<file path="src/rtl/cpu_pkg.sv">
// Shared CPU definitions: opcode field position, HALT encoding and fetch FSM states.
package cpu_pkg;

  localparam int OPC_HI = 31;
  localparam int OPC_LO = 24;
  localparam logic [7:0] OPC_HALT = 8'h60;

  typedef enum logic {
    FS_RUN    = 1'b0,
    FS_HALTED = 1'b1
  } fetch_state_t;

  function automatic logic [7:0] opcode_of(input logic [31:0] instr);
    return instr[OPC_HI:OPC_LO];
  endfunction

endpackage

</file>
<file path="src/rtl/fetch_out_reg.sv">
// Valid/ready output register holding one fetched {instr, pc} pair for decode.
module fetch_out_reg (
  input  logic        clk,
  input  logic        rst_n,
  input  logic        load,
  input  logic        flush,
  input  logic        ready,
  input  logic [31:0] in_instr,
  input  logic [31:0] in_pc,
  output logic        valid,
  output logic [31:0] instr,
  output logic [31:0] pc
);

  // Handshake: a word transfers on a cycle where valid && ready; while valid && !ready
  // the held instr/pc must not change. flush wins over load, load wins over drain.
  always_ff @(posedge clk or negedge rst_n) begin
    if (!rst_n) begin
      valid <= 1'b0;
      instr <= '0;
      pc    <= '0;
    end else if (flush) begin
      valid <= 1'b0;
    end else if (load) begin
      valid <= 1'b1;
      instr <= in_instr;
      pc    <= in_pc;
    end else if (ready) begin
      valid <= 1'b0;
    end
  end

endmodule

</file>
<file path="src/rtl/fetch_unit.sv">
// Instruction fetch stage: owns the PC, reads imem combinationally, registers into a
// valid/ready stage and freezes on HALT until redirected. FETCH_PERF_EN adds perf counters.
module fetch_unit
  import cpu_pkg::*;
#(
  parameter int         MEM_DEPTH   = 256,
  parameter int         PC_W        = $clog2(MEM_DEPTH),
  parameter int         RESET_PC    = 0,
  parameter logic [7:0] HALT_OPCODE = OPC_HALT
) (
  input  logic         clk,
  input  logic         rst_n,
  output logic [31:0]  imem_addr,
  input  logic [31:0]  imem_instr,
  input  logic         redirect_valid,
  input  logic [31:0]  redirect_pc,
  output logic         out_valid,
  input  logic         out_ready,
  output logic [31:0]  out_instr,
  output logic [31:0]  out_pc,
  output logic         halted,
  output fetch_state_t fsm_state
`ifdef FETCH_PERF_EN
  ,
  output logic [31:0]  perf_fetch_cnt,
  output logic [31:0]  perf_stall_cnt
`endif
);

  localparam logic [PC_W-1:0] RESET_PC_W = PC_W'(RESET_PC);

  fetch_state_t    state, state_next;
  logic [PC_W-1:0] pc;
  logic            fetch;
  logic            halt_hit;

  assign imem_addr = 32'(pc);
  assign fetch     = (state == FS_RUN) && (!out_valid || out_ready) && !redirect_valid;
  assign halt_hit  = (opcode_of(imem_instr) == HALT_OPCODE);
  assign fsm_state = state;

  always_ff @(posedge clk or negedge rst_n) begin
    if (!rst_n) state <= FS_RUN;
    else        state <= state_next;
  end

  always_comb begin
    state_next = state;
    if (redirect_valid)           state_next = FS_RUN;
    else if (fetch && halt_hit)   state_next = FS_HALTED;
  end

  always_comb begin
    halted = (state == FS_HALTED);
  end

  // The HALT word's address is kept so a later replay/inspection sees where fetch stopped.
  always_ff @(posedge clk or negedge rst_n) begin
    if (!rst_n)                  pc <= RESET_PC_W;
    else if (redirect_valid)     pc <= redirect_pc[PC_W-1:0];
    else if (fetch && !halt_hit) pc <= pc + PC_W'(1);
  end

  fetch_out_reg u_out (
    .clk      (clk),
    .rst_n    (rst_n),
    .load     (fetch),
    .flush    (redirect_valid),
    .ready    (out_ready),
    .in_instr (imem_instr),
    .in_pc    (32'(pc)),
    .valid    (out_valid),
    .instr    (out_instr),
    .pc       (out_pc)
  );

`ifdef FETCH_PERF_EN
  always_ff @(posedge clk or negedge rst_n) begin
    if (!rst_n) begin
      perf_fetch_cnt <= '0;
      perf_stall_cnt <= '0;
    end else begin
      if (fetch && perf_fetch_cnt != 32'hFFFF_FFFF)
        perf_fetch_cnt <= perf_fetch_cnt + 32'd1;
      if (out_valid && !out_ready && perf_stall_cnt != 32'hFFFF_FFFF)
        perf_stall_cnt <= perf_stall_cnt + 32'd1;
    end
  end
`endif

endmodule
</file>
<file path="config.mk">
export PLATFORM = sky130hd
export DESIGN_NAME = fetch_unit
export DESIGN_NICKNAME = d
export VERILOG_FILES = /design/src/rtl/cpu_pkg.sv /design/src/rtl/fetch_out_reg.sv /design/src/rtl/fetch_unit.sv
export SDC_FILE = /design/constraint.sdc
export NUM_CORES = 1
export LEC_CHECK = 0
export BUFFER_PORTS_ARGS = -buffer_cell sky130_fd_sc_hd__buf_2
export CAP_MARGIN = 20
export CORE_MARGIN = 1
export CORE_UTILIZATION = 30
export DETAILED_ROUTE_END_ITERATION = 10
export SLEW_MARGIN = 20
export SYNTH_ARGS = -nofsm -noshare
export SYNTH_HDL_FRONTEND = slang
export SYNTH_SLANG_ARGS = --single-unit
</file>
<file path="constraint.sdc">
create_clock -name clk -period 2.1 [get_ports clk]
set_clock_uncertainty 0.15 [all_clocks]
set_input_delay 0.105 -clock clk [delete_from_list [all_inputs] [get_ports clk]]
set_output_delay 0.105 -clock clk [all_outputs]
set_load 0.05 [all_outputs]
</file>
==> run summary, run 1 <==
status: finished, final reports clean
initial DRC count: 42
Clk pwr share: 0.222
Worst path max stage delay: 0.54 ns
worst path cell trace: dlygate4sd3_1 -> buf_2 -> or4_4 -> o211ai_4 -> buf_12 -> nor4_1 -> o31a_1
Synth Area in XOR/XNOR: 0.00358
largest family of logic cells by synthesized area: multiplexers
pre-CTS worst setup slack: 0.229 ns
PwrDens: 891 mW/mm²
port bufs: 94
core area: 0.00781 mm²
Die Y: 92.3 µm
switching power: 1.26 mW
# nets final: 404
all-layer global routing usage: 0.125
CP Max Fanout: 14
worst setup margin: 0.126 ns
IO Pins: 167
hpwl dp: 3.39 mm
vias per cell: 4.13
worst-skew pair later-pin latency: 0.30 ns
Post-synth EDFFs: 0
worst min-delay path class: in -> reg
asr flop ratio synth: 1.00
DRC: 0
Filler cells: 736
vias in the first global route: 1,821
most common cell after layout, fill and taps aside: buf_2
count of different cell masters after synthesis: 31
layout cell share with drive strength beyond 1: 0.426
crit path max-delay cell type: dlygate4sd3_1
largest net degree at the start of global routing: 41
synthesized cell area: 0.00245 mm²
die width: 92.3 µm
Root Driver: clkbuf_8
Ant. Diodes: 0
multiplexer share of the synthesized area: 0.188
most frequent cells in the layout: buf_2, dfrtp_1, conb_1
Pre-antenna DRT Iters: 4
Comb pwr share: 0.388
TritonCTS Buffers: 5
simple-gate share of the synthesized area: 0.0746
post-synthesis register bit count: 50
GPL Wtd Cong: 0.685
Syn Area/Cell: 12.4 µm²
Setup crit end kind: flop
final worst-path cycle share: 0.940
Yosys warnings: 0
Sequential Power Share: 0.391
crit path time final: 1.97 ns
final hold viol count: 0
Relative slew margins: 0.610
Vias: 1,808
Routed Antenna Nets: 0
Yosys top cell area share: 0.511
Reg clk slew, reported paths: 0.09 ns
max-slew violations: 0
number of antenna violations at the first check in global routing: 0
Synth Area in Compound Gates: 0.0460
Worst Path Arrival: 2.01 ns
CTS tree: yes
Synth Instances: 198
Final setup viols: 0
adder-cell share of the synthesized area: 0.00511
Max clock buf depth: 2
GRT overflow: 0
Area Overhead vs Synth: 38.4%
final setup TNS: 0 ns
LEAKAGE: 1.64 nW
die footprint: 0.00852 mm²
worst endpoint required time: 2.14 ns
hold_ws: 0.0580 ns
unrepaired setup endpoints after global routing: false
first-pass GRT wire length: 8.54 mm
H-Tree Level Count: 2
# rows: 32
crit path kind: in -> reg
achievable frequency: 507 MHz
max_cap viols: 0
crit start category: primary input
Pint: 1.76 mW
synth top area cells: dfrtp_1, mux2_2, buf_4
worst IR drop on VDD: 0.000296 V
Main synth FF type: dfrtp_1
Worst Tran Pin Value: 0.585 ns
Total Power: 3.02 mW
total routed wirelength: 5.03 mm
switching portion of total power: 0.416
Starting Density: 0.313
WL/cell: 11.5 µm
Synth area leader: dfrtp_1
Seq/Total Area, Yosys: 0.511
Clock Sinks: 50
post-CTS sizing: 0
-- path summary, 6_finish.rpt --
kind	startpoint	end	slack, ns	depth (start not counted)
max	imem_instr[24]	pc[5]	0.13	7
min in group asynchronous	rst_n	u_out.instr[7]	0.18	2
max in group asynchronous	rst_n	u_out.pc[2]	1.06	3
max reg2reg	fsm_state	pc[7]	0.33	5
min	redirect_valid	u_out.valid	0.06	3
min reg2reg	u_out.instr[19]	u_out.instr[19]	0.34	1
-- cells by family after synthesis --
| kind of cell | after synthesis |
|---|---|
| buffers and inverters | 58 |
| XOR/XNOR | 1 |
| AO/OA/AOI/OAI | 15 |
| adder cells (fa/ha/maj) | 1 |
| flip-flops | 50 |
| AND/OR/NAND/NOR | 31 |
| other | 1 |
| multiplexers | 41 |
-- registers in the layout, indices dropped and copies added, names as in the netlist --
name	cells
fsm_state	1
pc	8
u_out.instr	32
u_out.pc	8
u_out.valid	1
-- metrics by stage --
stage               area [µm²]  utilization  cells
floorplan                 2620            -    245
global placement          2850        0.365    388
detailed placement        2850        0.365    388
CTS                       3370        0.431    437
global route              3390        0.434    438
finish                    3390        0.434    438
-- worst max-delay path: cells and delay by family --
kind	cells	cell delay (ns)
AO/OA/AOI/OAI	2	0.49
buffers and inverters	3	0.83
AND/OR/NAND/NOR	2	0.58
-- cell usage after synthesis, types with 2 or more instances --
master / number
dfrtp_1: 50
buf_4: 49
mux2_2: 34
nand2_1: 8
mux2_1: 6
o21ai_1: 6
buf_2: 5
nand3_1: 4
nor2b_1: 4
o31a_1: 4
nand2b_1: 3
a21oi_1: 2
inv_1: 2
nand4_1: 2
nor2_1: 2
nor4_1: 2
-- per-layer routing --
layer / wire length, µm / global-route usage / part of all wire
met1: 2010 / 0.144 / 0.40
met2: 2670 / 0.231 / 0.53
met3: 299 / 0.0320 / 0.059
met4: 44 / 0.0273 / 0.0087
met5: 0 / 0 / 0
-- area by class of cell --
type,instances,area (µm²),share of cell area
Inverter,2,7.51,0.00222
Multi-Input combinational cell,137,960,0.283
Sequential cell,50,1250,0.369
Clock inverter,1,30.0,0.00886
Tap cell,102,128,0.0377
Timing Repair Buffer,139,936,0.276
Clock buffer,7,76.3,0.0225
-- power by group through the flow --
stage	logic (mW)	registers, mW	clock network [mW]
floorplan	0.448	1.68	0
global placement	1.11	1.19	0
detailed placement	1.11	1.20	0
CTS	1.17	1.18	0.708
global route	1.23	1.20	0.749
finish	1.17	1.18	0.668
-- timing repair --
action	4_1_cts	5_1_grt
hold buffers	41	0
hold endpoints to repair	63	0
setup buffers	0	1
endpoints found under the setup margin	0	2
No activity file was read; power rests on OpenSTA's default activity.
==> run 2: changes to the inputs <==
clock period = 2.4 ns   (was 2.1 ns; I/O delays follow)
==> run 2 against run 1 <==
Against the previous run:
- non-clock buffer count down 2
- combinational power is 13% lower
- flip-flop and latch count stayed put
- clock-buffer cell count fell by 1
- global-route usage shrank 0.55 points
- worst setup slack better by 0.17 ns
- first-iteration DRC count is 52% lower
- via count decreased by 0.61%
- critical path depth shrank 1
- cell count shrank 0.46%
- highest routed layer unchanged
==> run summary, run 2 (synthesis results as in run 1) <==
top cell family by delay on the critical path: compound AO/OA/AOI/OAI gates
GR Util met3: 0.0320
worst min-delay path class: in -> reg
CTS tree: yes
vias in the first global route: 1,739
layer with the highest usage: met2
GRT overflow: 0
Area Overhead vs Synth: 38.8%
GPL Wtd Cong: 0.667
initial DRC count: 20
CP startpoint: imem_instr[25]
CP Max Fanout: 14
R2R Path Start: fsm_state
Ant. Diodes: 0
worst path cell trace: dlygate4sd3_1 -> buf_2 -> or4_4 -> o211ai_4 -> nor4_1 -> o31a_1
WP buf/inv: 2
crit path to: pc[5]
H-Tree Level Count: 2
layout cell share with drive strength beyond 1: 0.428
crit path kind: in -> reg
die width: 92.3 µm
vias per cell: 4.12
Pre-antenna DRT Iters: 4
core area: 0.00781 mm²
pre-CTS worst setup slack: 0.519 ns
Filler cells: 735
max reg flops: 32
IO Pins: 167
worst-skew pair later-pin latency: 0.30 ns
Starting Density: 0.313
worst IR drop on VDD: 0.000353 V
worst setup margin: 0.299 ns
Die Y: 92.3 µm
largest net degree at the start of global routing: 51
hpwl dp: 3.27 mm
logic depth of the worst path, buffers included: 6
WL/cell: 11.5 µm
Vias: 1,797
fin cells: 436
achievable frequency: 476 MHz
die footprint: 0.00852 mm²
most common cell after layout, fill and taps aside: buf_2
status: finished, final reports clean
Clock Sinks: 50
final hold viol count: 0
LEAKAGE: 1.64 nW
post-CTS sizing: 0
GR Layer Usage met1: 0.144
Root Driver: clkbuf_8
Worst path max stage delay: 0.55 ns
first-pass GRT wire length: 8.09 mm
PwrDens: 818 mW/mm²
FF-to-FF End: pc[7]
placed insts: 387
Setup crit end kind: flop
all-layer global routing usage: 0.120
number of antenna violations at the first check in global routing: 0
total routed wirelength: 5.01 mm
max_cap viols: 0
# nets final: 402
TritonCTS Buffers: 5
max-slew violations: 0
DRC: 0
hold buffers post-CTS: 41
reg2reg path depth: 4
Reg clk slew, reported paths: 0.09 ns
most frequent cells in the layout: buf_2, dfrtp_1, conb_1
R2R Setup Slk: 0.61 ns
Routed Antenna Nets: 0
Final setup viols: 0
crit start category: primary input
final setup TNS: 0 ns
final worst-path cycle share: 0.875
# rows: 32
Max clock buf depth: 2
crit path max-delay cell type: or4_4
largest reg by FF count: u_out.instr
Worst Tran Pin Value: 0.647 ns
buffer count from post-CTS setup fixing: 0
Largest regs: u_out.instr (32), pc (8), u_out.pc (8)
worst endpoint required time: 2.45 ns
unrepaired setup endpoints after global routing: false
crit path time final: 2.10 ns
Relative slew margins: 0.569
port bufs: 94
GR Util met2: 0.213
Worst Path Arrival: 2.15 ns
## run 2: cell count changes in the layout (fill, tap and decap cells not counted)
cell / before / now
clkbuf_1: 2 / 0
buf_12: 2 / 1
buf_4: 2 / 1
bufinv_16: 1 / 2
clkbuf_8: 5 / 6
## run 2: power by group
| group | leakage (nW) | switching, mW | internal [mW] |
|---|---|---|---|
| Combinational | 0.981 | 0.755 | 0.264 |
| Clock | 0.0714 | 0.284 | 0.445 |
| Sequential | 0.588 | 0.0700 | 0.961 |
| Total | 1.64 | 1.11 | 1.67 |
## run 2: metal layers
layer	part of all wire	vias up	routed length, µm
li1	-	848	-
met1	0.42	861	2100
met2	0.52	84	2590
met3	0.060	4	300
met4	0.0048	0	24
met5	0	-	0
## run 2: area by class of cell
| type | count | area (µm²) | area share |
|---|---|---|---|
| tap | 102 | 128 | 0.0376 |
| clock buffer | 6 | 82.6 | 0.0243 |
| inverter | 2 | 7.51 | 0.00221 |
| sequential | 50 | 1250 | 0.368 |
| multi-input combinational | 137 | 960 | 0.283 |
| timing repair buffer | 137 | 908 | 0.267 |
| clock inverter | 2 | 60.1 | 0.0177 |
## run 2: through the flow
stage	instance area (µm²)	power (mW)	hold slack [ns]	utilization
floorplan	2620	1.86	-0.326	-
global placement	2840	2.01	0.125	0.364
detailed placement	2840	2.02	0.134	0.364
CTS	3400	2.82	0.0514	0.435
global route	3400	2.91	0.0867	0.435
finish	3400	2.78	0.0562	0.435
## run 2: worst min path at each step
stage,startpoint,end,slack [ns],depth (start not counted)
after CTS,redirect_valid,pc[1],0.05,3
after floorplan,rst_n,fsm_state,-0.33,0
after global routing,redirect_valid,pc[0],0.09,3
after global placement,rst_n,u_out.instr[12],0.13,2
after detailed placement,rst_n,u_out.instr[7],0.13,2
final,redirect_valid,pc[0],0.06,3
## run 2: worst reg2reg max path, cell delays in order, from the launching register on
cell	delay, ns
dfrtp_1	0.44
nor2_1	0.25
o211ai_4	0.23
o31a_1	0.35
o31a_1	0.27
==> run 3: changes to the inputs <==
CELL_PAD_IN_SITES_DETAIL_PLACEMENT = 1   (was default)
CELL_PAD_IN_SITES_GLOBAL_PLACEMENT = 1   (was default)
PLACE_DENSITY_LB_ADDON = 0.1   (was default)
==> run 3 against run 2 <==
Against the previous run:
- flip-flop and latch count unchanged
- cell count increased by 0.69%
- clock power shrank 19%
- largest power group unchanged
- worst setup slack better by 0.0046 ns
- die area unchanged
- fmax up 0.22%
- design area is 0.29% lower
- sequential power about the same
- global-route usage is 1.0 points higher
- critical path type unchanged
- total power is 4.6% lower
- critical endpoint unchanged
==> run summary, run 3 (synthesis results as in run 1) <==
worst endpoint required time: 2.44 ns
die width: 92.3 µm
Starting Density: 0.313
max reg flops: 32
status: finished, final reports clean
Max clock buf depth: 2
area of the multi-input gates: 960 µm²
DRC: 0
crit path time final: 2.10 ns
Area Overhead vs Synth: 38.4%
finished layout cell area: 0.00339 mm²
Filler cells: 890
Routed Antenna Nets: 0
CTS tree: yes
GRT overflow: 0
unrepaired setup endpoints after global routing: false
Reg area: 0.00125 mm²
initial DRC count: 26
final hold viol count: 0
Worst Tran Pin Value: 0.707 ns
WL/cell: 12.3 µm
most common cell after layout, fill and taps aside: buf_2
hpwl dp: 3.78 mm
Ant. Diodes: 0
switching portion of total power: 0.419
worst min-delay path class: in -> reg
Clk pwr share: 0.224
Largest regs: u_out.instr (32), pc (8), u_out.pc (8)
Root Driver: clkbuf_8
GPL Wtd Cong: 0.638
crit start category: primary input
first-pass GRT wire length: 8.75 mm
layout cell share with drive strength beyond 1: 0.430
PwrDens: 782 mW/mm²
total routed wirelength: 5.39 mm
Die Y: 92.3 µm
Comb pwr share: 0.388
number of antenna violations at the first check in global routing: 0
Vias: 1,840
largest net degree at the start of global routing: 32
die footprint: 0.00852 mm²
Sequential Power Share: 0.388
max_cap viols: 0
achievable frequency: 477 MHz
Cell Area, Placed: 0.00287 mm²
Pint: 1.54 mW
Final setup viols: 0
crit path kind: in -> reg
Total Power: 2.65 mW
core area: 0.00781 mm²
worst-skew pair later-pin latency: 0.30 ns
Reg clk slew, reported paths: 0.09 ns
Setup crit end kind: flop
hold depth: 3
final setup TNS: 0 ns
Relative slew margins: 0.528
fin cells: 439
LEAKAGE: 1.63 nW
IO Pins: 167
buffer count from post-CTS setup fixing: 0
vias per cell: 4.19
H-Tree Level Count: 2
port bufs: 94
Clock Sinks: 50
CP Max Fanout: 14
reg2reg path depth: 4
max-slew violations: 0
Worst Path Arrival: 2.14 ns
Pre-antenna DRT Iters: 3
# rows: 32
largest reg by FF count: u_out.instr
worst IR drop on VDD: 0.000319 V
final worst-path cycle share: 0.873
switching power: 1.11 mW
most frequent cells in the layout: buf_2, dfrtp_1, conb_1
TritonCTS Buffers: 5
placed insts: 390
vias in the first global route: 1,896
all-layer global routing usage: 0.130
# nets final: 405
[run 3: changes by cell type in the layout (fill, tap and decap cells not counted), sizes merged]
cell,previous run,this run
clkinvlp,0,1
buf,96,99
bufinv,2,1
[run 3: worst paths after layout]
| kind | from | to | slack (ns) |
|---|---|---|---|
| worst max-delay path | imem_instr[24] | pc[5] | 0.30 |
| min in group asynchronous | rst_n | u_out.instr[21] | 0.26 |
| max in group asynchronous | rst_n | u_out.instr[16] | 1.18 |
| worst min register to register | u_out.instr[15] | u_out.instr[15] | 0.35 |
| worst min-delay path | redirect_valid | fsm_state | 0.09 |
| worst max register to register | fsm_state | pc[7] | 0.62 |
[run 3: worst max-delay path, cell delays in order]
cell and delay [ns]:
dlygate4sd3_1 0.54, buf_2 0.13, or4_4 0.53, o211ai_4 0.41, nor4_1 0.12, o31a_1 0.29
[run 3: final cells by class]
class	count	area share
Tap cell	102	0.0377
Clock buffer	6	0.0214
Sequential cell	50	0.369
Timing Repair Buffer	140	0.275
Clock inverter	2	0.0111
Inverter	2	0.00222
Multi-Input combinational cell	137	0.283
[run 3: through the flow]
step	hold WS, ns	setup slack [ns]	utilization
2_1_floorplan	-0.326	0.568	-
3_3_place_gp	0.0792	0.534	0.367
3_5_place_dp	0.0698	0.515	0.367
4_1_cts	0.0876	0.303	0.434
5_1_grt	0.120	0.230	0.434
6_report	0.0898	0.304	0.434
[run 3: power groups by stage]
stage / sequential, mW / clock [mW] / combinational [mW]
floorplan: 1.47 / 0 / 0.392
global placement: 1.04 / 0 / 0.978
detailed placement: 1.05 / 0 / 0.984
CTS: 1.03 / 0.622 / 1.04
global route: 1.05 / 0.658 / 1.08
finish: 1.03 / 0.593 / 1.03
[run 3: timing repair]
| item | in CTS | in global routing |
|---|---|---|
| endpoints found under the hold margin | 69 | 0 |
| gates resized for setup | 0 | 0 |
| hold buffers | 41 | 0 |
[run 3: metal layers]
layer  global-route usage  vias up  share of wire
li1                     -      855              -
met1                0.146      907           0.41
met2                0.244       76           0.53
met3               0.0304        2          0.060
met4               0.0313        0         0.0048
met5                    0        -              0
